[config.mk]
export PLATFORM = sky130hd
export DESIGN_NAME = fm_iq_modulator_flat
export DESIGN_NICKNAME = d
export VERILOG_FILES = /design/src/rtl/fm_iq_modulator_if.sv /design/src/rtl/fm_iq_modulator.sv /design/src/flat_wrapper.sv
export SDC_FILE = /design/constraint.sdc
export NUM_CORES = 1
export LEC_CHECK = 0
export BUFFER_PORTS_ARGS = -buffer_cell sky130_fd_sc_hd__buf_2
export CAP_MARGIN = 5
export CORE_MARGIN = 3
export CORE_UTILIZATION = 25
export DETAILED_ROUTE_END_ITERATION = 8
export SYNTH_ARGS = -nofsm -noshare
export SYNTH_HDL_FRONTEND = slang
export SYNTH_SLANG_ARGS = --single-unit
export TNS_END_PERCENT = 50
[constraint.sdc]
create_clock -name clock -period 8.15 [get_ports clock]
set_clock_uncertainty 0.2 [all_clocks]
set_input_delay 0.815 -clock clock [delete_from_list [all_inputs] [get_ports clock]]
set_output_delay 0.815 -clock clock [all_outputs]
set_load 0.01 [all_outputs]
[src/rtl/fm_iq_modulator_if.sv]
// FIFO-side bus of the FM IQ modulator: the audio FIFO read port and the
// IQ FIFO write port grouped into one interface.
//
// Handshake: the audio FIFO is first-word-fall-through, so in_dout is valid
// whenever in_empty=0. A one-cycle in_rd_en pulse consumes that word.
// out_din is written when out_wr_en is high for one cycle. out_wr_en is only
// ever raised while out_full=0. in_rd_en is only ever raised for a word that
// was seen with in_empty=0. Every in_rd_en pulse is followed by exactly one
// out_wr_en pulse.
interface fm_iq_modulator_if #(
   parameter int DATA_WIDTH = 32
);
   logic [DATA_WIDTH-1:0] in_dout;
   logic                  in_empty;
   logic                  in_rd_en;
   logic [DATA_WIDTH-1:0] out_din;
   logic                  out_full;
   logic                  out_wr_en;

   // The modulator side.
   modport master (
      input  in_dout, in_empty, out_full,
      output in_rd_en, out_din, out_wr_en
   );

   // The FIFO side: it sources samples and sinks IQ words.
   modport slave (
      output in_dout, in_empty, out_full,
      input  in_rd_en, out_din, out_wr_en
   );
endinterface

[src/rtl/fm_iq_modulator.sv]
// FM baseband modulator. The module pops signed Q10 audio samples and scales
// each one into a phase increment. It accumulates the phase and looks up
// sine and cosine in a quarter-wave table. It then writes {Q,I} words to the
// IQ FIFO.
// Optional build macro PRE_EMPH_EN adds a first-order pre-emphasis stage
// (state S_PRE) ahead of the phase update.
module fm_iq_modulator #(
   parameter int          DATA_WIDTH  = 32,
   parameter int          PHASE_WIDTH = 32,
   parameter int          QUANT_BITS  = 10,
   parameter logic [31:0] DEV_GAIN    = 32'd4194304,
   parameter int          AMPLITUDE   = 16384
`ifdef PRE_EMPH_EN
   ,
   parameter logic signed [31:0] PE_COEF = 32'sd2048
`endif
) (
   input  logic                   clock,
   input  logic                   reset,
   fm_iq_modulator_if.master      bus,
   output logic [2:0]             dbg_state_o,
   output logic [PHASE_WIDTH-1:0] dbg_phase_o
);

   typedef enum logic [2:0] {
      S_READ  = 3'd0,
      S_PHASE = 3'd1,
      S_LUT   = 3'd2,
      S_WRITE = 3'd3
`ifdef PRE_EMPH_EN
      ,
      S_PRE   = 3'd4
`endif
   } state_e;

   // Quarter-wave table s[k] = round(AMPLITUDE*sin(2*pi*k/1024)), k = 0..256.
   // It is built at elaboration with an integer Taylor series in Q30. That
   // keeps the table exact to far below one output LSB without real math.
   function automatic logic [257*16-1:0] build_sin_lut();
      logic [257*16-1:0] lut;
      longint            x;
      longint            x2;
      longint            term;
      longint            acc;
      lut = '0;
      for (int k = 0; k <= 256; k++) begin
         // x = pi*k/512 in Q30; pi is held in Q40 for headroom
         x    = (longint'(k) * 64'sd3454217652358) >>> 19;
         x2   = (x * x) >>> 30;
         term = x;
         acc  = x;
         for (int n = 1; n <= 8; n++) begin
            term = -((term * x2) >>> 30) / longint'((2 * n) * (2 * n + 1));
            acc  = acc + term;
         end
         lut[k*16 +: 16] = 16'((acc * longint'(AMPLITUDE) + 64'sd536870912) >>> 30);
      end
      return lut;
   endfunction

   localparam logic [257*16-1:0] SIN_LUT = build_sin_lut();

   // Full-wave sine from the quarter table. Bit 8 mirrors the index and
   // bit 9 negates the result.
   function automatic logic [15:0] quarter_wave(input logic [9:0] j);
      logic [8:0]  r;
      logic [15:0] mag;
      r   = j[8] ? (9'd256 - {1'b0, j[7:0]}) : {1'b0, j[7:0]};
      mag = SIN_LUT[{r, 4'b0000} +: 16];
      return j[9] ? -mag : mag;
   endfunction

   state_e                  state_q, state_d;
   logic [DATA_WIDTH-1:0]   sample_q, sample_d;
   logic [PHASE_WIDTH-1:0]  phase_q, phase_d;
   logic [15:0]             i_q, i_d;
   logic [15:0]             q_q, q_d;
   logic                    rd_en_q, rd_en_d;
   logic                    wr_en_q, wr_en_d;
   logic [DATA_WIDTH-1:0]   out_din_q, out_din_d;

   logic signed [63:0]      sample_ext;
   logic signed [63:0]      prod;
   logic [9:0]              idx;

   assign sample_ext = {{(64-DATA_WIDTH){sample_q[DATA_WIDTH-1]}}, sample_q};
   // The gain is unsigned, so it is zero-extended. The product is 64-bit signed.
   assign prod       = sample_ext * $signed({32'd0, DEV_GAIN});
   assign idx        = phase_q[PHASE_WIDTH-1 -: 10];

`ifdef PRE_EMPH_EN
   logic [DATA_WIDTH-1:0]   x_prev_q, x_prev_d;
   logic signed [63:0]      prev_ext;
   logic signed [63:0]      coef_ext;
   logic signed [63:0]      emph_prod;
   logic [DATA_WIDTH-1:0]   y_pre;

   assign prev_ext  = {{(64-DATA_WIDTH){x_prev_q[DATA_WIDTH-1]}}, x_prev_q};
   assign coef_ext  = {{32{PE_COEF[31]}}, PE_COEF};
   assign emph_prod = (sample_ext - prev_ext) * coef_ext;
   assign y_pre     = DATA_WIDTH'(sample_ext + (emph_prod >>> QUANT_BITS));
`endif

   // Next-state and registered-output logic for the read/phase/lut/write sequence.
   always_comb begin
      state_d   = state_q;
      sample_d  = sample_q;
      phase_d   = phase_q;
      i_d       = i_q;
      q_d       = q_q;
      rd_en_d   = 1'b0;
      wr_en_d   = 1'b0;
      out_din_d = out_din_q;
`ifdef PRE_EMPH_EN
      x_prev_d  = x_prev_q;
`endif
      case (state_q)
         S_READ: begin
            if (!bus.in_empty) begin
               sample_d = bus.in_dout;
               rd_en_d  = 1'b1;
`ifdef PRE_EMPH_EN
               state_d  = S_PRE;
`else
               state_d  = S_PHASE;
`endif
            end
         end
`ifdef PRE_EMPH_EN
         S_PRE: begin
            sample_d = y_pre;
            x_prev_d = sample_q;
            state_d  = S_PHASE;
         end
`endif
         S_PHASE: begin
            // Negative samples give negative increments. The wrap is modulo 2^PHASE_WIDTH.
            phase_d = phase_q + PHASE_WIDTH'(prod >>> QUANT_BITS);
            state_d = S_LUT;
         end
         S_LUT: begin
            q_d     = quarter_wave(idx);
            i_d     = quarter_wave(idx + 10'd256);
            state_d = S_WRITE;
         end
         S_WRITE: begin
            if (!bus.out_full) begin
               wr_en_d   = 1'b1;
               out_din_d = DATA_WIDTH'({q_q, i_q});
               state_d   = S_READ;
            end
         end
         default: state_d = S_READ;
      endcase
   end

   // State and datapath registers. Reset clears everything and drops any
   // sample that is still in flight.
   always_ff @(posedge clock) begin
      if (!reset) begin
         state_q   <= S_READ;
         sample_q  <= '0;
         phase_q   <= '0;
         i_q       <= '0;
         q_q       <= '0;
         rd_en_q   <= 1'b0;
         wr_en_q   <= 1'b0;
         out_din_q <= '0;
`ifdef PRE_EMPH_EN
         x_prev_q  <= '0;
`endif
      end else begin
         state_q   <= state_d;
         sample_q  <= sample_d;
         phase_q   <= phase_d;
         i_q       <= i_d;
         q_q       <= q_d;
         rd_en_q   <= rd_en_d;
         wr_en_q   <= wr_en_d;
         out_din_q <= out_din_d;
`ifdef PRE_EMPH_EN
         x_prev_q  <= x_prev_d;
`endif
      end
   end

   assign bus.in_rd_en  = rd_en_q;
   assign bus.out_wr_en = wr_en_q;
   assign bus.out_din   = out_din_q;
   assign dbg_state_o   = state_q;
   assign dbg_phase_o   = phase_q;

endmodule

[src/flat_wrapper.sv]
// flat-port wrapper written by rule: the top's interface ports become plain ports
module fm_iq_modulator_flat 
#(
   parameter int          DATA_WIDTH  = 32,
   parameter int          PHASE_WIDTH = 32,
   parameter int          QUANT_BITS  = 10,
   parameter logic [31:0] DEV_GAIN    = 32'd4194304,
   parameter int          AMPLITUDE   = 16384

)
  (clock, reset, dbg_state_o, dbg_phase_o, bus_in_dout, bus_in_empty, bus_out_full, bus_in_rd_en, bus_out_din, bus_out_wr_en);
  fm_iq_modulator_if #(.DATA_WIDTH(DATA_WIDTH)) bus_i ();
  input  logic clock;
  input  logic reset;
  output logic [2:0] dbg_state_o;
  output logic [PHASE_WIDTH-1:0] dbg_phase_o;
  input wire logic [$bits(bus_i.in_dout)-1:0] bus_in_dout;
  input wire logic [$bits(bus_i.in_empty)-1:0] bus_in_empty;
  input wire logic [$bits(bus_i.out_full)-1:0] bus_out_full;
  output wire logic [$bits(bus_i.in_rd_en)-1:0] bus_in_rd_en;
  output wire logic [$bits(bus_i.out_din)-1:0] bus_out_din;
  output wire logic [$bits(bus_i.out_wr_en)-1:0] bus_out_wr_en;
  assign bus_i.in_dout = bus_in_dout;
  assign bus_i.in_empty = bus_in_empty;
  assign bus_i.out_full = bus_out_full;
  assign bus_in_rd_en = bus_i.in_rd_en;
  assign bus_out_din = bus_i.out_din;
  assign bus_out_wr_en = bus_i.out_wr_en;
  fm_iq_modulator #(.DATA_WIDTH(DATA_WIDTH), .PHASE_WIDTH(PHASE_WIDTH), .QUANT_BITS(QUANT_BITS), .DEV_GAIN(DEV_GAIN), .AMPLITUDE(AMPLITUDE)) u_core (.clock(clock), .reset(reset), .bus(bus_i), .dbg_state_o(dbg_state_o), .dbg_phase_o(dbg_phase_o));
endmodule
Word level (Yosys, flattened, before mapping) --
Index checks and enable logic that the tools add are counted.
Storage, ports and cells: memories 0, word-level logic and storage cells 38, bits in writable memories 0, output and inout port bits 69, input bits 36, ROM bits 0, bits in registers 121, latch bits 0
Operators by class: multiply operators 0, eq/ne operators 5, muxes and demuxes 9, $lt $le $gt $ge 0, add/subtract/negate cells 6, shift-type cells 2, div/mod/pow operators 0, reduce and logical (&&, ||, !) cells 6, bitwise logic cells 2
Operators with widths (count):
- $shiftx 4112x14->16 const A | 2
- $add 32x32->32 | 1
- $mux 16 | 2
- $neg 16->16 | 2
- $mux 9 | 2
- $sub 9x8->9 const A | 2
- $pmux 3 s4 | 1
- $add 10x9->10 const B | 1
- $reduce_and 2->1 | 5
- $eq 3x2->1 const B | 2
- $mux 3 | 2
- $ne 2x2->1 const B | 2
- $eq 3x1->1 const B | 1
- $logic_not 3->1 | 1
- $mux 1 | 2
- $not 1->1 | 2

Depth between registers and ports, before layout --
depth in word-level cells 6, gate-level depth with buffers 26

Least setup slack after synthesis --
No wires, ideal clock.
path type register to register, start point register u_core.phase_q[22] (netlist: u_core.dbg_phase_o[22]), end point register u_core.i_q[10], arrival 5669 ps, cell stages (with the launch flop) 23, clock period less this slack 5931 ps, data required time 7888 ps, setup slack 2219 ps, library setup time 62 ps, cells stage by stage dfxtp_1 > buf_6 > clkinv_1 > clkbuf_1 > ha_1 > mux2_2 > clkbuf_1 > ha_1 > clkbuf_1 > clkbuf_1 > or4b_1 > a21oi_1 > a21oi_1 > a221o_1 > o211ai_1 > o311ai_1 > a311oi_2 > ha_1 > inv_1 > or4_1 > clkbuf_2 > or4_1 > nand3_1
Between the ends: longest elaborated chain between the ends 6
Ends and longest elaborated chain:
- start: declaration | RTL line fm_iq_modulator.sv:75 | logic [PHASE_WIDTH-1:0] phase_q, phase_d;
- start signal: assignment | RTL line fm_iq_modulator.sv:175 | phase_q <= phase_d;
- $add 10x9->10 * | RTL line fm_iq_modulator.sv:143 | i_d = quarter_wave(idx + 10'd256);
- $sub 9x8->9 | RTL line fm_iq_modulator.sv:68 | r = j[8] ? (9'd256 - {1'b0, j[7:0]}) : {1'b0, j[7:0]};
- $mux 9 | RTL line fm_iq_modulator.sv:68
- $shiftx 4112x14->16 | RTL line fm_iq_modulator.sv:69 | mag = SIN_LUT[{r, 4'b0000} +: 16];
- $neg 16->16 | RTL line fm_iq_modulator.sv:70 | return j[9] ? -mag : mag;
- $mux 16 * | RTL line fm_iq_modulator.sv:70
- end signal: assignment | RTL line fm_iq_modulator.sv:176 | i_q <= i_d;
- end: declaration | RTL line fm_iq_modulator.sv:76 | logic [15:0] i_q, i_d;
Mark *: on every way between the ends. The rest lies on a longest branch, timed or not. A chain may end at the register's enable or synchronous reset.

Worst setup path after layout --
Ends and elaborated chain as after synthesis.

==> impl_metrics.json <==
{
  "start_util_pct": 25.5,
  "place_congestion": 0.989,
  "crit_chain": "clkinv_1 > ha_2 > mux2_2 > clkinv_1 > ha_1 > nor2_1 > a21oi_1 > nor3_1 > a2111oi_0 > nor3_1 > a211oi_1 > a311oi_2 > ha_1 > inv_1 > or4_1 > or4_1 > nand3_1",
  "wl_microns": 71300,
  "crit_fanout": 24,
  "max_cap_violations": 0,
  "p_sw_share_pct": 60.7,
  "syn_area_sq_um": 16100,
  "mostFrequentLayoutCells": "nand2_1, a21oi_1, nor2_1",
  "final-setup-viol-count": 0,
  "cts_tree": "yes",
  "hp-class": "reg -> reg",
  "avgSynthCellArea_sq_um": 6.85,
  "drive_above_1_share_pct": 11.6,
  "min_period_over_period_pct": 85.9,
  "synth_ff_type": "dfxtp_1",
  "core_area_sq_um": 63400,
  "vias": 19400,
  "clockBufferDepth": 2,
  "cts_htree_levels": 3,
  "grt-busiest-layer": "met2",
  "synth-seq-cells": 108,
  "arrival_ns": 7.10,
  "track_usage_pct": 19.9,
  "use_met3_pct": 4.26,
  "synth.distinct_cells": 120,
  "max_freq_ghz": 0.143,
  "hold_viol_final": 0,
  "hold_buffers": 0,
  "outcome": "finished, final reports clean",
  "gr-total-overflow": 0,
  "antenna_found_initial": 1,
  "p_leak_nw": 5.86,
  "synth_edf_count": 0,
  "final_nets": 2340,
  "clk_latency_ns": 0.36,
  "period_minus_slack_ns": 7.00,
  "grt_pass1_wl_microns": 107000,
  "clkTransAtPathRegs_ns": 0.07,
  "met2_usage_pct": 28.8,
  "drv_slew": 0,
  "die-area_sq_um": 67700,
  "post_cts_resized": 0,
  "rsz0062_at_grt": "no",
  "crit_family": "simple AND/OR/NAND/NOR gates",
  "end_kind": "flop",
  "rows": 92,
  "seq_power_share_pct": 10.9,
  "tns_ns": 0,
  "worst_path_max_delay_cell": "clkinv_1",
  "synth_top_area_share_pct": 13.4,
  "ant_nets": 0,
  "worstPathBufferInverterCount": 3,
  "internal-power_w": 0.00241,
  "whs_ns": 0.250,
  "ios": 105,
  "seq_area_frac_synth_pct": 13.4,
  "comb_power_share_pct": 81.9,
  "slowest_delay_ns": 0.67,
  "cts_root_buffer": "clkbuf_16",
  "port_buffers": 79,
  "yosys_warnings": 0,
  "viasPerCell": 6.25,
  "cts_buffers": 9,
  "worstSetupStartpointType": "flop",
  "cp_data_required_time_ns": 8.25,
  "grt_pass1_vias": 17400,
  "drt-initial-drc-count": 3169,
  "grtUsageMet1_pct": 27.7,
  "route.detailed.drc": 0,
  "vdd_ir_drop_max_v": 0.000186,
  "routedWlPerCell_microns": 23.0,
  "slew_headroom_pct": 14.8,
  "clkPwrFrac_pct": 7.2,
  "p_switching_w": 0.00373,
  "die_x_microns": 260,
  "final_common_cell": "nand2_1",
  "powerDensity_nw_per_um2": 361,
  "synth_area_leaders": "dfxtp_1, a21oi_1, nand2_1",
  "grt_max_degree": 81,
  "criticalPathCategory": "reg -> reg",
  "drt-pass1-iter-count": 7,
  "cts_setup_buffers": 0,
  "synth_top_area_cell": "dfxtp_1",
  "synthCells": 2358,
  "hpwl_microns": 48600,
  "die_y_microns": 260,
  "async_reset_ff_share_pct": 0,
  "worst_pin_slew_ns": 1.27,
  "cts.sinks": 108,
  "fill_cells": 7021,
  "area_growth_pct": 5.25
}
-- per-layer routing --
| layer | vias up | share of wire, % |
|---|---|---|
| met5 | - | 0 |
| met4 | 0 | 5.4 |
| met2 | 1385 | 42 |
| met3 | 282 | 13 |
| li1 | 8694 | - |
| met1 | 9021 | 41 |
-- worst paths after layout --
check,slack (ns),cells past startpoint,startpoint,endpoint
max,1.15,17,u_core.dbg_phase_o[22],u_core.i_q[10]
min,0.25,2,u_core.q_q[6],u_core.bus.out_din[22]
max reg2reg,1.15,17,u_core.dbg_phase_o[22],u_core.i_q[10]
min reg2reg,0.25,2,u_core.q_q[6],u_core.bus.out_din[22]
-- power by group through the flow --
stage | clock network [W] | registers, W | logic, W
after floorplan | 0 | 0.000657 | 0.00357
after global placement | 0 | 0.000681 | 0.00484
after detailed placement | 0 | 0.000680 | 0.00480
after CTS | 0.000451 | 0.000669 | 0.00482
after global routing | 0.000469 | 0.000678 | 0.00530
final | 0.000440 | 0.000669 | 0.00503
-- state kept, by name (all words and copies together) (netlist names) --
register	flops
u_core.bus.in_rd_en	1
u_core.bus.out_din	32
u_core.bus.out_wr_en	1
u_core.dbg_phase_o	20
u_core.dbg_state_o	2
u_core.i_q	16
u_core.q_q	16
u_core.sample_q	20
-- through the flow --
step                util [%]  total power [W]  cell area [sq um]  instances  worst slack [ns]
floorplan                  -          0.00423              16200       2370              2.22
global placement        26.3          0.00552              16700       3086              1.44
detailed placement      26.3          0.00548              16700       3086              1.45
CTS                     26.8          0.00594              17000       3101              1.43
global route            26.8          0.00644              17000       3101             0.877
finish                  26.8          0.00614              17000       3102              1.15
-- layout make-up --
type / count / area [sq um] / share of cell area (%)
clock buffer: 9 / 225 / 1.33
tap: 846 / 1060 / 6.23
sequential: 108 / 2170 / 12.8
clock inverter: 6 / 63.8 / 0.375
antenna: 1 / 2.50 / 0.0147
multi-input combinational: 1947 / 12400 / 73.2
inverter: 42 / 165 / 0.972
timing repair buffer: 143 / 876 / 5.15
-- worst min-delay path, stage by stage, from the launching register on --
cell	delay [ns]
dfxtp_1	0.31
nand2_1	0.05
a21oi_1	0.05
-- cells in the mapped netlist (all sizes together) (35+ instances only) --
library cell  count
dfxtp           108
buf             161
nand3            74
xnor2            40
ha               52
nor2            201
o211ai           53
clkbuf          112
nor3             85
o21ai           161
a211oi           64
nand2           277
a31oi            47
inv              35
mux2i            51
a21oi           232
-- cell families (layout without fill, tap and decap cells) --
| group | after synthesis | count (layout) | synth area share, % |
|---|---|---|---|
| other | 1 | 14 | 0.0232 |
| flip-flops | 108 | 108 | 13.4 |
| AO/OA/AOI/OAI | 934 | 934 | 40.3 |
| XOR/XNOR | 50 | 50 | 2.85 |
| AND/OR/NAND/NOR | 836 | 836 | 25.0 |
| buffers and inverters | 315 | 200 | 10.3 |
| adder cells (fa/ha/maj) | 53 | 53 | 4.15 |
| multiplexers | 61 | 61 | 3.95 |
(Power assumes the default switching activity.)
